**config.mk**
```make
export PLATFORM = sky130hd
export DESIGN_NAME = pl_io_bridge
export DESIGN_NICKNAME = d
export VERILOG_FILES = /design/src/rtl/pl_io_pkg.sv /design/src/rtl/pl_io_debounce.sv /design/src/rtl/pl_io_bridge.sv
export SDC_FILE = /design/constraint.sdc
export NUM_CORES = 1
export LEC_CHECK = 0
export CAP_MARGIN = 40
export CELL_PAD_IN_SITES_DETAIL_PLACEMENT = 1
export CELL_PAD_IN_SITES_GLOBAL_PLACEMENT = 1
export CORE_AREA = 4 4 127 129
export DETAILED_ROUTE_END_ITERATION = 8
export DIE_AREA = 0 0 131 133
export PLACE_DENSITY_LB_ADDON = 0.1
export SYNTH_ARGS = -nofsm -noshare
export SYNTH_HDL_FRONTEND = slang
export SYNTH_HIERARCHICAL = 1
export SYNTH_SLANG_ARGS = --single-unit
```
**constraint.sdc**
```tcl
create_clock -name clock -period 3 [get_ports clock]
set_input_delay 0.75 -clock clock [delete_from_list [all_inputs] [get_ports clock]]
set_output_delay 0.75 -clock clock [all_outputs]
set_load 0.02 [all_outputs]
```
**src/rtl/pl_io_pkg.sv**
```systemverilog
// Shared word map, data width and in_port field layout for the MEM-stage I/O bridge.
package pl_io_pkg;

    localparam int DATA_W = 32;
    localparam int WIDX_W = 6;

    localparam logic [WIDX_W-1:0] IN_BASE  = 6'h00;
    localparam logic [WIDX_W-1:0] OUT_BASE = 6'h10;
    localparam logic [WIDX_W-1:0] PEND     = 6'h20;
    localparam logic [WIDX_W-1:0] TOGG     = 6'h21;
    localparam logic [WIDX_W-1:0] IRQEN    = 6'h22;

    typedef enum logic [2:0] {
        W_NONE,
        W_IN,
        W_OUT,
        W_PEND,
        W_TOGG,
        W_IRQEN
    } word_kind_e;

    // in_port word: switches in the low SW_W bits, toggle directly above them.
    function automatic int toggle_pos(input int sw_w);
        return sw_w;
    endfunction

    function automatic word_kind_e decode_word(input logic [WIDX_W-1:0] widx,
                                               input int n_in,
                                               input int n_out);
        word_kind_e kind;
        int w;
        w    = int'(widx);
        kind = W_NONE;
        if (w >= int'(IN_BASE) && w < int'(IN_BASE) + n_in) begin
            kind = W_IN;
        end else if (w >= int'(OUT_BASE) && w < int'(OUT_BASE) + n_out) begin
            kind = W_OUT;
        end else if (widx == PEND) begin
            kind = W_PEND;
        end else if (widx == TOGG) begin
            kind = W_TOGG;
        end else if (widx == IRQEN) begin
            kind = W_IRQEN;
        end
        return kind;
    endfunction

endpackage

```
**src/rtl/pl_io_debounce.sv**
```systemverilog
// One button channel: two-flop synchroniser, stable-count debouncer and a
// single-cycle press strobe on an accepted 1->0 transition.
module pl_io_debounce #(
    parameter int DEB_CYCLES = 16
) (
    input  logic clock,
    input  logic resetn,
    input  logic btn_raw,
    output logic press
);

    localparam int CNT_W = (DEB_CYCLES > 1) ? $clog2(DEB_CYCLES) : 1;

    logic             meta_q, meta_d;
    logic             sync_q, sync_d;
    logic             deb_q, deb_d;
    logic [CNT_W-1:0] cnt_q, cnt_d;

    always_comb begin
        meta_d = btn_raw;
        sync_d = meta_q;
        deb_d  = deb_q;
        cnt_d  = '0;
        if (sync_q != deb_q) begin
            if (cnt_q == CNT_W'(DEB_CYCLES - 1)) begin
                deb_d = sync_q;
            end else begin
                cnt_d = cnt_q + 1'b1;
            end
        end
    end

    // Strobe is taken from the accepting edge so the event lands on the same
    // clock that updates deb, giving 2 + DEB_CYCLES cycles end to end.
    assign press = deb_q & ~deb_d;

    always_ff @(posedge clock or negedge resetn) begin
        if (!resetn) begin
            meta_q <= 1'b1;
            sync_q <= 1'b1;
            deb_q  <= 1'b1;
            cnt_q  <= '0;
        end else begin
            meta_q <= meta_d;
            sync_q <= sync_d;
            deb_q  <= deb_d;
            cnt_q  <= cnt_d;
        end
    end

endmodule

```
**src/rtl/pl_io_bridge.sv**
```systemverilog
// Memory-mapped I/O bridge for the MEM stage: debounced button channels with
// toggle/pending/irq state, synchronised switches and latched output ports.
module pl_io_bridge
    import pl_io_pkg::*;
#(
    parameter int N_IN       = 2,
    parameter int N_OUT      = 3,
    parameter int SW_W       = 4,
    parameter int DEB_CYCLES = 16
) (
    input  logic                    clock,
    input  logic                    resetn,
    input  logic                    we,
    input  logic [7:0]              addr,
    input  logic [DATA_W-1:0]       wdata,
    output logic [DATA_W-1:0]       rdata,
    input  logic [N_IN-1:0]         btn,
    input  logic [N_IN*SW_W-1:0]    sw,
    output logic [N_IN-1:0]         led,
    output logic [N_OUT*DATA_W-1:0] out_port,
    output logic                    irq
);

    localparam int TOG_BIT = toggle_pos(SW_W);

    logic [WIDX_W-1:0]    widx;
    word_kind_e           kind;
    logic [N_IN-1:0]      press;
    logic                 unused_addr_lsb;

    logic [N_IN*SW_W-1:0] sw_meta_q, sw_meta_d;
    logic [N_IN*SW_W-1:0] sw_sync_q, sw_sync_d;
    logic [N_IN-1:0]      toggle_q, toggle_d;
    logic [N_IN-1:0]      pending_q, pending_d;
    logic [N_IN-1:0]      irq_en_q, irq_en_d;
    logic [DATA_W-1:0]    out_q [N_OUT];
    logic [DATA_W-1:0]    out_d [N_OUT];

    assign widx            = addr[7:2];
    assign unused_addr_lsb = ^addr[1:0];
    assign kind            = decode_word(widx, N_IN, N_OUT);

    function automatic logic [DATA_W-1:0] in_word(input logic [SW_W-1:0] s,
                                                  input logic            t);
        logic [DATA_W:0] w;
        w             = '0;
        w[SW_W-1:0]   = s;
        w[TOG_BIT]    = t;
        return w[DATA_W-1:0];
    endfunction

    for (genvar k = 0; k < N_IN; k++) begin : g_btn
        pl_io_debounce #(
            .DEB_CYCLES(DEB_CYCLES)
        ) u_deb (
            .clock  (clock),
            .resetn (resetn),
            .btn_raw(btn[k]),
            .press  (press[k])
        );
    end

    always_comb begin
        sw_meta_d = sw;
        sw_sync_d = sw_meta_q;
        toggle_d  = toggle_q;
        pending_d = pending_q;
        irq_en_d  = irq_en_q;
        for (int i = 0; i < N_OUT; i++) begin
            out_d[i] = out_q[i];
        end

        if (we) begin
            case (kind)
                W_OUT: begin
                    for (int i = 0; i < N_OUT; i++) begin
                        if (widx == OUT_BASE + WIDX_W'(i)) begin
                            out_d[i] = wdata;
                        end
                    end
                end
                W_PEND:  pending_d = pending_q & ~wdata[N_IN-1:0];
                W_TOGG:  toggle_d  = wdata[N_IN-1:0];
                W_IRQEN: irq_en_d  = wdata[N_IN-1:0];
                default: ;
            endcase
        end

        // Press is applied after the bus write: a same-cycle press flips the
        // written toggle value and overrides a write-1-to-clear of pending.
        toggle_d  = toggle_d ^ press;
        pending_d = pending_d | press;
    end

    always_comb begin
        rdata = '0;
        case (kind)
            W_IN: begin
                for (int i = 0; i < N_IN; i++) begin
                    if (widx == IN_BASE + WIDX_W'(i)) begin
                        rdata = in_word(sw_sync_q[i*SW_W +: SW_W], toggle_q[i]);
                    end
                end
            end
            W_OUT: begin
                for (int i = 0; i < N_OUT; i++) begin
                    if (widx == OUT_BASE + WIDX_W'(i)) begin
                        rdata = out_q[i];
                    end
                end
            end
            W_PEND:  rdata[N_IN-1:0] = pending_q;
            W_TOGG:  rdata[N_IN-1:0] = toggle_q;
            W_IRQEN: rdata[N_IN-1:0] = irq_en_q;
            default: ;
        endcase
    end

    always_ff @(posedge clock or negedge resetn) begin
        if (!resetn) begin
            sw_meta_q <= '0;
            sw_sync_q <= '0;
            toggle_q  <= '0;
            pending_q <= '0;
            irq_en_q  <= '0;
            for (int i = 0; i < N_OUT; i++) begin
                out_q[i] <= '0;
            end
        end else begin
            sw_meta_q <= sw_meta_d;
            sw_sync_q <= sw_sync_d;
            toggle_q  <= toggle_d;
            pending_q <= pending_d;
            irq_en_q  <= irq_en_d;
            for (int i = 0; i < N_OUT; i++) begin
                out_q[i] <= out_d[i];
            end
        end
    end

    for (genvar k = 0; k < N_OUT; k++) begin : g_out
        assign out_port[k*DATA_W +: DATA_W] = out_q[k];
    end

    assign led = toggle_q;
    assign irq = |(pending_q & irq_en_q);

endmodule
```
==> impl_metrics.py <==
metrics = {
    "layout": {
        "final_common_cell": "clkdlybuf4s50_1",
        "num_antenna_cells": 0,
        "fill_cells": 1475,
        "synthToLayoutAreaGrowth_pct": 50.6,
        "nets": 708,
        "final_cells": 854,
        "drive_above_1_share_pct": 31.1,
        "mostFrequentLayoutCells": "clkdlybuf4s50_1 (143), dfrtp_1 (126), mux2_2 (91), nor2_1 (60), mux2i_1 (35)",
    },
    "route": {
        "dr.pass1.iters": 4,
        "drt-vias-per-instance": 5.12,
        "drtAntennaViolNets": 0,
        "drt-initial-drc-count": 127,
        "drc": 0,
        "drt-total-wl_um": 17300,
        "wl_per_cell_um": 20.2,
        "vias": 4373,
    },
    "timing": {
        "fin_crit_ps": 2950,
        "slew_headroom_pct": 60.8,
        "drv_slew": 0,
        "hold_viol_final": 0,
        "fin_skew_ps": 3.22,
        "min_period_over_period_pct": 98.2,
        "whs_ps": 335,
        "setup_viol": 0,
        "max_freq_mhz": 339,
        "setup_ws_ps": 52.7,
        "max_slew.worst_pin.slew_ps": 589,
    },
    "worst_setup_path": {
        "worstSetupEndpointType": "output pin",
        "crit_type": "in2out",
        "critical_path.max_fanout": 12,
        "ff2ff_setup_slack_ps": 1590,
        "rr_startpoint": "g_btn[1].u_deb/cnt_q[0]$_DFF_PN0_",
        "required_ps": 2250,
        "ff2ff_path_depth": 4,
        "worst_ep_arrival_time_ps": 2200,
        "reg2reg_to": "led[1]$_DFF_PN0_",
        "cp-start-kind": "primary input",
    },
    "global_route": {
        "grt_max_degree": 44,
        "grt_first_pass_wirelength_um": 27100,
        "grt_use_met2_pct": 34.3,
        "gr-usage-met1_pct": 25.4,
        "antenna_found_initial": 1,
        "grt_use_met3_pct": 5.53,
        "grt_pass1_vias": 4905,
        "grt.busiest_layer": "met2",
        "grt-ovfl-total": 0,
        "globalRouteTotalUtil_pct": 20.3,
    },
    "synth": {
        "netlist_area_sq_mm": 0.00579,
        "seq_area_frac_synth_pct": 57.1,
        "post-synth-top-area-fraction_pct": 54.4,
        "synth_warnings": 6,
        "synth_cell_type_count": 36,
        "synth_top_cell_by_area": "dfrtp_1",
        "synth_fp_nets": 499,
        "ys_async_sr_fraction_pct": 100,
        "synth_area_leaders": "dfrtp_1 (54%), mux2_2 (18%), mux2i_1 (6.0%), nor2_1 (3.9%), dfstp_2 (2.7%)",
        "netlist_instances": 444,
        "ys_ff_latch": 132,
        "synthFlopType": "dfrtp_1",
        "syn_area_per_cell_sq_um": 13.0,
        "synth-edff-count": 0,
    },
    "placement": {
        "portBuffers": 181,
        "post-place-ws_ps": -495,
        "dp.cells": 822,
        "dpl.hpwl_um": 12200,
        "gp_congestion": 0.794,
    },
    "floorplan": {
        "die_w_um": 131,
        "ios": 184,
        "coreArea_sq_mm": 0.0150,
        "die_h_um": 133,
        "die_area_sq_mm": 0.0174,
        "initial_core_util_pct": 38.5,
        "rows": 45,
    },
    "clocking": {
        "clockRootBuffer": "clkbuf_16",
        "cts_buffers": 17,
        "cts_setup_buffers": 0,
        "clk_pin_slew_ps": 60,
        "clockBufferDepth": 2,
        "ctsHtreeMaxLevel": 4,
        "cts.sinks": 132,
        "cts_tree": "yes",
        "clk_latency_ps": 410,
    },
    "power": {
        "peakVddDrop_mv": 0.425,
        "power_leakage_nw": 3.94,
        "totalPowerFinal_mw": 5.69,
        "p_per_area_mw_per_mm2": 653,
    },
    "hold_path": {
        "worstHoldPathType": "in2async",
    },
    "run_status": {
        "outcome": "finished, final reports clean",
    },
    "run": {
        "maxCapViolCount": 0,
    },
}
[per-stage QoR]
step | util [%] | instance area (sq um) | TNS, ps
after floorplan | - | 5790 | 0
after global placement | 53.7 | 8080 | -12220
after detailed placement | 53.7 | 8080 | -13200
after CTS | 58.3 | 8760 | 0
after global routing | 58.0 | 8720 | -0.930
final | 58.0 | 8720 | 0
[worst max-delay path: stages]
cell             delay, ps
clkdlybuf4s50_1        480
buf_4                  170
nand2_2                120
buf_4                  220
nor2_1                 130
clkdlybuf4s15_1        320
[cell families after synthesis]
kind of cell | Yosys count | share of synthesized area (%)
compound gates | 53 | 5.46
flops | 132 | 57.1
buf+inv | 25 | 2.38
simple gates | 88 | 7.47
xor+xnor | 6 | 0.907
fa+ha+maj | 2 | 0.432
mux | 138 | 26.2
[where the power goes]
| part | leakage, nW | switching, mW | total [mW] | internal (mW) |
|---|---|---|---|---|
| registers | 1.71 | 0.168 | 2.15 | 1.98 |
| clock network | 0.332 | 0.766 | 2.43 | 1.66 |
| logic | 1.89 | 0.536 | 1.12 | 0.579 |
[routing by layer]
metal / share of wire (%) / routed length, um
met5: 0.040 / 7
met4: 1.1 / 197
met3: 6.0 / 1040
met2: 51 / 8820
met1: 42 / 7230
[sequential cells by signal, summed over array words and instances (netlist names)]
name,count
sw_sync_q,8
pending_q,2
irq_en_q,2
sw_meta_q,8
led,2
g_btn.u_deb/deb_q,2
g_btn.u_deb/cnt_q,8
g_btn.u_deb/meta_q,2
g_btn.u_deb/sync_q,2
out_port,96
[cell usage after synthesis, drive strengths merged (4+ instances only)]
cell type  instances
a21o               4
a21oi             30
a22oi              4
buf               19
clkbuf             6
dfrtp            126
dfstp              6
mux2             103
mux2i             35
nand2              5
nor2              63
nor2b              4
nor3b              5
xnor2              6
[final cells by class]
class / instances / area [sq um] / share of cell area (%)
clock inverter: 14 / 256 / 2.94
tap: 188 / 235 / 2.70
clock buffer: 18 / 439 / 5.04
multi-input combinational: 287 / 2380 / 27.3
sequential: 132 / 3310 / 38.0
timing repair buffer: 215 / 2100 / 24.0
[what timing repair did]
action                                  CTS  global route
hold buffers                              0             0
gates resized for setup                  67            30
endpoints found under the setup margin   32            30
pin swaps                                 3             2
[how the worst max path moves through the flow]
stage / start / end / slack (ps) / depth (start not counted)
2_1_floorplan: addr[3] / rdata[12] / 280 / 6
3_3_place_gp: addr[4] / rdata[1] / -500 / 6
3_5_place_dp: addr[4] / rdata[1] / -490 / 6
4_1_cts: addr[4] / rdata[26] / 0.08 / 6
5_1_grt: addr[6] / rdata[20] / -0.9 / 6
6_report: addr[6] / rdata[5] / 50 / 6
No activity file was read; power rests on OpenSTA's default activity.
